File: src/rtl/voice_scheduler.sv
// Assigns note-on/off events to three tone voices: retrigger on a hit, allocate a free voice, or steal the oldest.
// Each event takes three cycles (accept, lookup, update); all outputs except event_ready are registered.
module voice_scheduler #(
  parameter int SPLIT_NOTE = 60
) (
  input  logic       clk_in,
  input  logic       rst_n,
  input  logic       event_valid,
  output logic       event_ready,
  input  logic       event_on,
  input  logic [6:0] event_note,
  input  logic       pan_alternate,
  input  logic       all_notes_off,
  output logic [2:0] voice_active,
  output logic [6:0] voice_note_a,
  output logic [6:0] voice_note_b,
  output logic [6:0] voice_note_c,
  output logic [2:0] voice_pan,
  output logic [2:0] voice_trig,
  output logic       voice_steal
);

  typedef enum logic [1:0] {IDLE, LOOKUP, UPDATE} state_t;
  typedef enum logic [2:0] {ACT_NONE, ACT_RETRIG, ACT_ALLOC, ACT_STEAL, ACT_OFF} act_t;

  state_t     state, state_nxt;
  act_t       act_q, act_nxt;
  logic [1:0] tgt_q, tgt_nxt;
  logic [6:0] note_q;
  logic       on_q, alt_q;
  logic [6:0] note_r [3];
  logic [1:0] rank [3];
  logic       toggle;

  logic       hit, free_any;
  logic [1:0] hit_idx, free_idx, old_idx;
  logic [1:0] tgt_rank;
  logic       start, fresh, new_pan;

  assign event_ready  = rst_n && (state == IDLE);
  assign voice_note_a = note_r[0];
  assign voice_note_b = note_r[1];
  assign voice_note_c = note_r[2];

  always_ff @(posedge clk_in) begin
    if (!rst_n) begin
      state <= IDLE;
    end else begin
      state <= state_nxt;
    end
  end

  always_comb begin
    state_nxt = state;
    case (state)
      IDLE:    if (event_valid) state_nxt = LOOKUP;
      LOOKUP:  state_nxt = UPDATE;
      UPDATE:  state_nxt = IDLE;
      default: state_nxt = IDLE;
    endcase
    if (all_notes_off) state_nxt = IDLE;
  end

  // Descending scan so the lowest-index match / free voice wins.
  always_comb begin
    hit      = 1'b0;
    hit_idx  = 2'd0;
    free_any = 1'b0;
    free_idx = 2'd0;
    old_idx  = 2'd0;
    for (int i = 2; i >= 0; i--) begin
      if (voice_active[i] && note_r[i] == note_q) begin
        hit     = 1'b1;
        hit_idx = 2'(i);
      end
      if (!voice_active[i]) begin
        free_any = 1'b1;
        free_idx = 2'(i);
      end
      if (voice_active[i] && rank[i] == 2'd2) old_idx = 2'(i);
    end
    act_nxt = ACT_NONE;
    tgt_nxt = 2'd0;
    if (on_q) begin
      if (hit) begin
        act_nxt = ACT_RETRIG;
        tgt_nxt = hit_idx;
      end else if (free_any) begin
        act_nxt = ACT_ALLOC;
        tgt_nxt = free_idx;
      end else begin
        act_nxt = ACT_STEAL;
        tgt_nxt = old_idx;
      end
    end else if (hit) begin
      act_nxt = ACT_OFF;
      tgt_nxt = hit_idx;
    end
  end

  // A free target counts as rank 3, so allocation ages every active voice.
  always_comb begin
    tgt_rank = 2'd3;
    for (int i = 0; i < 3; i++) begin
      if (2'(i) == tgt_q && voice_active[i]) tgt_rank = rank[i];
    end
    start   = (act_q == ACT_RETRIG) || (act_q == ACT_ALLOC) || (act_q == ACT_STEAL);
    fresh   = (act_q == ACT_ALLOC) || (act_q == ACT_STEAL);
    new_pan = alt_q ? toggle : (int'(note_q) < SPLIT_NOTE);
  end

  always_ff @(posedge clk_in) begin
    if (!rst_n) begin
      voice_active <= '0;
      voice_pan    <= '0;
      voice_trig   <= '0;
      voice_steal  <= 1'b0;
      toggle       <= 1'b0;
      note_r       <= '{default: '0};
      rank         <= '{default: '0};
      act_q        <= ACT_NONE;
      tgt_q        <= 2'd0;
      note_q       <= '0;
      on_q         <= 1'b0;
      alt_q        <= 1'b0;
    end else begin
      voice_trig  <= '0;
      voice_steal <= 1'b0;
      if (all_notes_off) begin
        voice_active <= '0;
        rank         <= '{default: '0};
      end else begin
        if (event_valid && event_ready) begin
          note_q <= event_note;
          on_q   <= event_on;
          alt_q  <= pan_alternate;
        end
        if (state == LOOKUP) begin
          act_q <= act_nxt;
          tgt_q <= tgt_nxt;
        end
        if (state == UPDATE) begin
          for (int i = 0; i < 3; i++) begin
            if (2'(i) == tgt_q) begin
              if (start) begin
                voice_active[i] <= 1'b1;
                rank[i]         <= 2'd0;
                voice_trig[i]   <= 1'b1;
              end else if (act_q == ACT_OFF) begin
                voice_active[i] <= 1'b0;
                rank[i]         <= 2'd0;
              end
              if (fresh) begin
                note_r[i]    <= note_q;
                voice_pan[i] <= new_pan;
              end
            end else if (voice_active[i]) begin
              if (start && rank[i] < tgt_rank) rank[i] <= rank[i] + 2'd1;
              if (act_q == ACT_OFF && rank[i] > tgt_rank) rank[i] <= rank[i] - 2'd1;
            end
          end
          if (fresh && alt_q) toggle <= ~toggle;
          voice_steal <= (act_q == ACT_STEAL);
        end
      end
    end
  end

endmodule

File: config.mk
export PLATFORM = sky130hd
export DESIGN_NAME = voice_scheduler
export DESIGN_NICKNAME = d
export VERILOG_FILES = /design/src/rtl/voice_scheduler.sv
export SDC_FILE = /design/constraint.sdc
export NUM_CORES = 1
export LEC_CHECK = 0
export CORE_AREA = 10 10 67 111
export CTS_CLUSTER_SIZE = 20
export DETAILED_ROUTE_END_ITERATION = 10
export DIE_AREA = 0 0 77 121
export HOLD_SLACK_MARGIN = 0.02
export PLACE_DENSITY_LB_ADDON = 0.2
export SLEW_MARGIN = 15
export SYNTH_ARGS = -nofsm -noshare
export SYNTH_HDL_FRONTEND = slang
export SYNTH_SLANG_ARGS = --single-unit
File: constraint.sdc
create_clock -name clk_in -period 3.3 [get_ports clk_in]
set_input_delay 0.33 -clock clk_in [delete_from_list [all_inputs] [get_ports clk_in]]
set_output_delay 0.33 -clock clk_in [all_outputs]
set_load 0.05 [all_outputs]
==> Word-level counts from Yosys, hierarchy flattened <==
Cells that the tools add are included.
{ "op_classes": {"addsub": 6, "n_lt_le_gt_ge": 7, "n_eq_ne": 18, "n_mux": 46, "n_bitwise": 7, "n_reduce_logical": 47} }
{ "op_table": {"columns": ["operator", "count"], "rows": [
  ["$mux 2", 32],
  ["$reduce_and 4->1", 6],
  ["$eq 7x7->1", 3],
  ["$logic_and 1x1->1", 18],
  ["$reduce_and 3->1", 4],
  ["$reduce_or 4->1", 3],
  ["$mux 1", 11],
  ["$reduce_bool 3->1", 3],
  ["$eq 2x2->1 const B", 4],
  ["$reduce_bool 2->1", 4],
  ["$lt 7x6->1 const B", 1],
  ["$not 1->1", 7],
  ["$add 2x1->2 const B", 3],
  ["$eq 3x2->1 const B", 2],
  ["$gt 2x2->1", 3],
  ["$lt 2x2->1", 3],
  ["$mux 3", 2],
  ["$ne 3x2->1 const B", 2],
  ["$sub 2x1->2 const B", 3],
  ["$logic_not 2->1", 2],
  ["$pmux 2 s2", 1],
  ["$reduce_and 2->1", 2],
  ["$eq 3x1->1 const B", 1],
  ["$eq 3x3->1 const B", 1],
  ["other kinds (8)", 10]
]} }
{ "word_totals": {"register_bits": 54, "input_bits": 13, "out_inout_bits": 32, "elab_cells": 154} }

==> Depth between registers and ports, before layout <==
Gate-level depths: netlist of the first run.
{ "logic_depth": {"depth_word": 11, "mapped_depth": 13, "ltp_nobuf": 12} }

==> Worst setup path after synthesis of the first run <==
Ideal clock, no wire load.
{ "synth_timing": {"kind": "reg2reg", "start": "reg voice_active[2]", "end": "reg rank[1] (netlist name)", "setup_time_ps": 115, "arrival_ps": 2678, "setup_slack_ps": 507, "path_stages_with_launch": 11, "n_path_buf": 1, "synth_period_minus_slack_ps": 2793, "path_cell_list": "dfxtp_1 clkbuf_1 nor2_1 a31oi_1 o22a_1 ha_1 or2_2 a31oi_1 o21ai_0 a221o_1 a31o_1"} }
{ "synth_via": {"elab_chain_cells": 7} }
{ "synth_lines": {"columns": ["item", "line_no", "text"], "rows": [
  ["from (decl)", "14", "output logic [2:0] voice_active,"],
  ["from (signal assigned)", "114", "voice_active <= '0;"],
  ["from (signal assigned)", "130", "voice_active <= '0;"],
  ["from (signal, indexed assignment)", "146", "voice_active[i] <= 1'b1;"],
  ["$logic_and 1x1->1", "105", "if (2'(i) == tgt_q && voice_active[i]) tgt_rank = rank[i];"],
  ["$mux 2", "105", null],
  ["$gt 2x2->1", "159", "if (act_q == ACT_OFF && rank[i] > tgt_rank) rank[i] <= rank[i] - 2'd1;"],
  ["$logic_and 1x1->1", "159", null],
  ["$mux 2", "159", null],
  ["$mux 2", "157", "end else if (voice_active[i]) begin"],
  ["$mux 2", "144", "if (2'(i) == tgt_q) begin"],
  ["to (signal assigned)", "131", "rank <= '{default: '0};"],
  ["to (signal, indexed assignment)", "147", "rank[i] <= 2'd0;"],
  ["to (signal, indexed assignment)", "151", "rank[i] <= 2'd0;"],
  ["to (decl)", "32", "logic [1:0] rank [3];"]
]} }
Several ways; a longest one is shown, not always the timed one. The select of a mux whose other input is x is not followed.
A chain may end at the register's enable or synchronous reset.

==> Final worst setup path of the first run <==
{ "layout_timing": {"start": "reg tgt_q[1]", "end": "reg rank[3] (netlist name)"} }
{ "layout_via": {"elab_chain_cells": 10} }
{ "layout_lines": {"columns": ["item", "line_no", "text"], "rows": [
  ["from (decl)", "28", "logic [1:0] tgt_q, tgt_nxt;"],
  ["from (signal assigned)", "140", "tgt_q <= tgt_nxt;"],
  ["$logic_not 2->1", "105", null],
  ["$logic_and 1x1->1", "105", null],
  ["$mux 2 (3 in a row)", "105", null],
  ["$gt 2x2->1", "159", null],
  ["$logic_and 1x1->1", "159", null],
  ["$mux 2", "159", null],
  ["$mux 2", "157", null],
  ["$mux 2", "144", null]
]} }
Several ways; a longest one is shown, not always the timed one. The select of a mux whose other input is x is not followed.

==> run_results.csv, run 1 <==
group,metric,value,unit
clock_tree,cts_resized,0,
global_route,grt_usage,16.3,%
final_layout,area_growth,18.7,%
routing,vias,2584,
clock_tree,cts_tree,"built",
yosys,syn_inst,352,
die,fp.dieH,121,um
power,clkPwrFrac,34.3,%
yosys,syn_avg_cell_area,8.35,um2
global_route,grt-ovfl-total,0,
sta,worstMarginPinSlew,0.714,ns
clock_tree,cts_num_sinks,54,
final_layout,utilization,63.0,%
critical_path,crit_type,"register to register",
place,hpwl,5670,um
die,die_area,9320,um2
power,power.total,1.11,mW
sta,slew_headroom,52.3,%
place,gp_congestion,0.934,
place,portBuffers,44,
yosys,synth_area_leaders,"dfxtp_1, mux2i_1, xnor2_1",
routing,firstDrtPassIters,4,
job,maxCapViolCount,0,
die,core_area,5540,um2
sta,rsz0062_at_grt,"no",
sta,hold_ws,0.510,ns
power,power.leakage,1.23,nW
routing,drt_iter0_markers,205,
die,start_util,53.1,%
critical_path,worstPathMaxFanout,17,
sta,setup_tns,0,ns
clock_tree,numCtsBuffers,5,
routing,totalWireLength,7480,um
power,power.share.sequential,60.1,%
global_route,grt_max_degree,41,
sta,fin_worst_skew,0.0116,ns
power,pwr_density_cell,317,nW/um2
final_layout,seq_area,1080,um2
clock_tree,cts_root_buffer,"clkbuf_8",
clock_tree,cts.path.max_buffers,2,
routing,routedWlPerCell,16.3,um
final_layout,multi_input_area,1730,um2
clock_tree,cts_setup_buffers,0,
yosys,post-synth-top-area-cell,"dfxtp_1",
sta,slew_viol_final,0,
place,placed_area,3400,um2
final_layout,design_area,3490,um2
yosys,syn-num-nets,368,
yosys,yosys_warnings,0,
yosys,synth_seq_cells,54,
global_route,grt_pass1_wl,12600,um
die,boundaryPins,45,
final_layout,n_antenna_cell,0,
clock_tree,clock_latency,0.31,ns
global_route,grt_pass1_vias,2564,
critical_path,startpoint_type,"register",
yosys,synth_seq_area_share,36.8,%
yosys,async_reset_ff_share,0,%
power,switchingPower,0.266,mW
final_layout,fill_cells,516,
yosys,synth_top_cell_area_share,36.8,%
yosys,synthesis.area,2940,um2
sta,final-hold-violation-count,0,
critical_path,r2r_setup_slack,0.63,ns
worst_hold_path,hp-class,"register to register",
sta,finalCritPeriodShare,81.0,%
sta,min_period,2.67,ns
yosys,synth_cell_type_count,53,
clock_tree,holdBufCountCts,0,
final_layout,final_nets,398,
routing,drc_errors,0,
die,rows,36,
power,internal_power,0.841,mW
clock_tree,clk_pin_slew,0.10,ns
final_layout,mostFrequentLayoutCell,"dfxtp_1",
global_route,grt_antenna_before_repair,0,
clock_tree,htree_levels,2,
yosys,ys.flop_type,"dfxtp_1",
power,combinationalPowerShare,5.6,%
routing,drt.antenna.violating_nets,0,
sta,setup_viol,0,
final_layout,most-common-layout-cells,"dfxtp_1, clkdlybuf4s50_1, nand2_1, nor2b_1, xnor2_1",
final_layout,final_layout_size_suffix_gt1_share,4.96,%
die,die_width,77,um
status,status,"finished, final reports clean",
routing,viasPerCell,5.63,
critical_path,critPathCaptureType,"register",
power,switching_share,24.0,%
power,irDropWorstVdd,0.227,mV
yosys,synth_edf_count,0,
sta,max_freq,374,MHz
critical_path,cp.required,3.54,ns
critical_path,crit_arrival,2.92,ns
worst max-delay path, cell delays in order, from the launching register on:
cell and delay, ns:
dfxtp_1 0.62, nor2_1 0.08, nand2_1 0.09, nor2_1 0.04
a31oi_1 0.15, o22a_1 0.21, ha_1 0.24, nor2_1 0.12
o32ai_1 0.10, a21oi_1 0.31, mux2i_1 0.15, or3_1 0.34
a21oi_1 0.16
metal layers:
| layer | global-route usage [%] | vias up | routed length, um | share of wire (%) |
|---|---|---|---|---|
| met5 | 0 | - | 0 | 0 |
| met4 | 8.83 | 0 | 286 | 3.8 |
| met3 | 3.19 | 22 | 283 | 3.8 |
| met2 | 29.9 | 69 | 4000 | 53 |
| met1 | 16.9 | 1198 | 2910 | 39 |
| li1 | - | 1295 | - | - |
area by class of cell:
class | count | area share [%]
multi-input combinational | 266 | 49.6
sequential | 54 | 31.0
timing repair buffer | 48 | 13.4
tap | 76 | 2.72
clock buffer | 6 | 2.08
inverter | 7 | 0.753
clock inverter | 2 | 0.466
metrics by stage:
stage                     setup WS, ns  std cells
after floorplan                  0.507        352
after global placement           0.721        451
after detailed placement         0.660        451
after CTS                        0.650        459
after global routing             0.420        459
final                            0.627        459
Yosys cell counts, drive strengths merged, types with 2 or more instances:
cell / n
mux2i: 22
nand2: 42
a31oi: 7
nand4: 11
a41oi: 2
a21boi: 11
nand2b: 5
buf: 5
clkbuf: 20
nor2: 17
o21ai: 15
nand3: 16
nor3b: 3
a21oi: 10
nand3b: 2
nor3: 4
a32oi: 2
and3: 4
o21a: 2
or3: 2
o31ai: 3
nor4bb: 3
and2: 9
inv: 7
xnor2: 23
nor2b: 26
o32ai: 2
dfxtp: 54
or2: 2
ha: 3
power groups by stage:
stage	combinational [mW]	sequential [mW]	clock (mW)
after floorplan	0.0423	0.672	0
after global placement	0.0619	0.680	0
after detailed placement	0.0620	0.681	0
after CTS	0.0622	0.665	0.385
after global routing	0.0676	0.667	0.410
final	0.0615	0.665	0.380
registers in the layout, indices dropped and copies added (netlist names):
name	flops
note_q	7
voice_note_a	7
voice_note_b	7
voice_note_c	7
rank	6
act_q	3
voice_active	3
voice_pan	3
voice_trig	3
state	2
tgt_q	2
alt_q	1
on_q	1
toggle	1
voice_steal	1
path summary, 6_finish.rpt:
kind | startpoint | end | depth (start not counted)
worst min register to register | alt_q | alt_q | 2
worst max register to register | tgt_q[1] | rank[3] | 12
worst max-delay path | tgt_q[1] | rank[3] | 12
worst min-delay path | alt_q | alt_q | 2
cells by family after synthesis:
group	Yosys count	share of synthesized area [%]
simple gates	152	27.8
compound gates	65	15.1
flops	54	36.8
buf+inv	32	4.34
xor+xnor	24	7.15
mux	22	7.49
fa+ha+maj	3	1.28
No activity file was read; power rests on OpenSTA's default activity.
==> run 2, diff against run 1 <==
- CORE_AREA: 10 10 67 111 -> 10 10 70 116
- DIE_AREA: 0 0 77 121 -> 0 0 80 126
- clock period: 3.3 -> 2.45 ns (I/O delays scaled with it)
==> run_results.csv, run 2 (synthesized netlist as in run 1, its figures left out) <==
group,metric,value,unit
final_layout,area_growth,28.1,%
clock_tree,clk_pin_slew,0.10,ns
place,placed_area,3610,um2
die,core_area,6180,um2
final_layout,mostFrequentLayoutCell,"dfxtp_1",
critical_path,crit_buf_inv,0,
place,hpwl,6340,um
sta,final-hold-violation-count,0,
final_layout,fill_cells,579,
clock_tree,cts_tree,"built",
clock_tree,clock_latency,0.31,ns
status,status,"finished, final reports clean",
worst_hold_path,worstHoldStart,"event_note[4]",
final_layout,final_nets,422,
routing,drt_iter0_markers,167,
critical_path,critPathSlowestCell,"dfxtp_2",
routing,wl_met2,4640,um
critical_path,startpoint_type,"register",
critical_path,cp.required,2.66,ns
critical_path,cp_top_family,"compound AO/OA/AOI/OAI gates",
power,power.total,1.55,mW
clock_tree,htree_levels,2,
final_layout,n_antenna_cell,0,
clock_tree,cts_root_buffer,"clkbuf_8",
global_route,grt_pass1_wl,13700,um
worst_hold_path,hp-class,"primary input to register",
power,power.leakage,1.38,nW
place,dp_cells,479,
job,maxCapViolCount,0,
die,fp.dieH,126,um
sta,max_freq,434,MHz
sta,slew_headroom,64.0,%
routing,viasPerCell,5.47,
routing,totalWireLength,8160,um
sta,finalCritPeriodShare,94.1,%
routing,firstDrtPassIters,4,
critical_path,crit_type,"register to register",
critical_path,crit_chain,"nor2_2 -> nand2_1 -> nor2_1 -> a31oi_1 -> o22a_1 -> ha_2 -> or2_4 -> a31oi_1 -> o21ai_0 -> a221o_1 -> a31o_1",
routing,wl_met1,2980,um
final_layout,design_area,3770,um2
global_route,grt_max_degree,30,
final_layout,most-common-layout-cells,"dfxtp_1, clkdlybuf4s50_1, nand2_1, buf_4, nor2b_1",
critical_path,startpoint,"tgt_q[1]",
global_route,grt-ovfl-total,0,
clock_tree,cts_num_sinks,54,
sta,fin_worst_skew,0.00628,ns
final_layout,final_layout_size_suffix_gt1_share,14.5,%
critical_path,worstPathMaxFanout,3,
critical_path,cpPeakStageDelay,0.34,ns
place,gp_congestion,0.948,
sta,min_period,2.31,ns
die,die_area,10100,um2
clock_tree,holdBufCountCts,0,
global_route,grt_usage,16.8,%
place,portBuffers,44,
critical_path,cpMostUsedCell,"a31oi_1",
clock_tree,cts_setup_buffers,0,
sta,hold_ws,0.464,ns
die,die_width,80,um
power,pwr_density_cell,411,nW/um2
critical_path,r2r_start,"tgt_q[1]",
final_layout,instances_no_fill,487,
clock_tree,cts.path.max_buffers,2,
routing,drt.antenna.violating_nets,0,
global_route,grt_antenna_before_repair,0,
routing,top_layer,"met4",
routing,vias,2664,
die,boundaryPins,45,
sta,worstMarginPinSlew,0.538,ns
die,start_util,47.6,%
routing,routedWlPerCell,16.8,um
final_layout,seq_area,1090,um2
sta,setup_viol,0,
sta,rsz0062_at_grt,"no",
final_layout,multi_input_area,1780,um2
critical_path,critPathCaptureType,"register",
sta,slew_viol_final,0,
power,irDropWorstVdd,0.535,mV
die,rows,38,
routing,met3_length,297,um
clock_tree,cts_resized,0,
clock_tree,numCtsBuffers,5,
global_route,grt_pass1_vias,2836,
critical_path,crit_arrival,2.52,ns
routing,drc_errors,0,
run 2: cell types whose count changed in the layout (fill, tap and decap cells not counted), sizes merged:
cell / delta
clkinvlp: -1
clkbuf: +1
buf: +24
run 2: path summary, 6_finish.rpt:
kind | endpoint | slack, ns | depth (start not counted)
setup / recovery | rank[1] | 0.14 | 11
hold reg to reg | alt_q | 0.49 | 2
setup reg to reg | rank[1] | 0.14 | 11
hold / removal | note_q[4] | 0.46 | 3
run 2: worst register-to-register path, cell delays in order (launching register included):
cell and delay (ns):
dfxtp_2 0.34, nor2_2 0.09, nand2_1 0.07, nor2_1 0.10
a31oi_1 0.04, o22a_1 0.27, ha_2 0.30, or2_4 0.25
a31oi_1 0.12, o21ai_0 0.09, a221o_1 0.32, a31o_1 0.21
run 2: final cells by class:
| type | instances | area share [%] |
|---|---|---|
| Multi-Input combinational cell | 266 | 47.4 |
| Sequential cell | 54 | 29.0 |
| Timing Repair Buffer | 72 | 17.5 |
| Tap cell | 80 | 2.66 |
| Clock buffer | 7 | 2.59 |
| Inverter | 7 | 0.698 |
| Clock inverter | 1 | 0.166 |
run 2: metrics by stage:
step                utilization [%]  setup slack [ns]  TNS (ns)
floorplan                         -           -0.0245   -0.0245
global placement               58.5             0.118         0
detailed placement             58.5            0.0783         0
CTS                            60.1            0.0610         0
global route                   60.9           0.00897         0
finish                         60.9             0.144         0
run 2: report_power, final:
group	leakage (nW)	internal, mW	switching, mW
logic	0.886	0.0494	0.0421
registers	0.438	0.880	0.0138
clock network	0.0539	0.265	0.298
run 2: per-layer routing:
layer  GRT usage (%)  up-vias
met5               0        -
met4            7.92        0
met3            3.63       14
met2            31.9       53
met1            16.0     1256
li1                -     1341
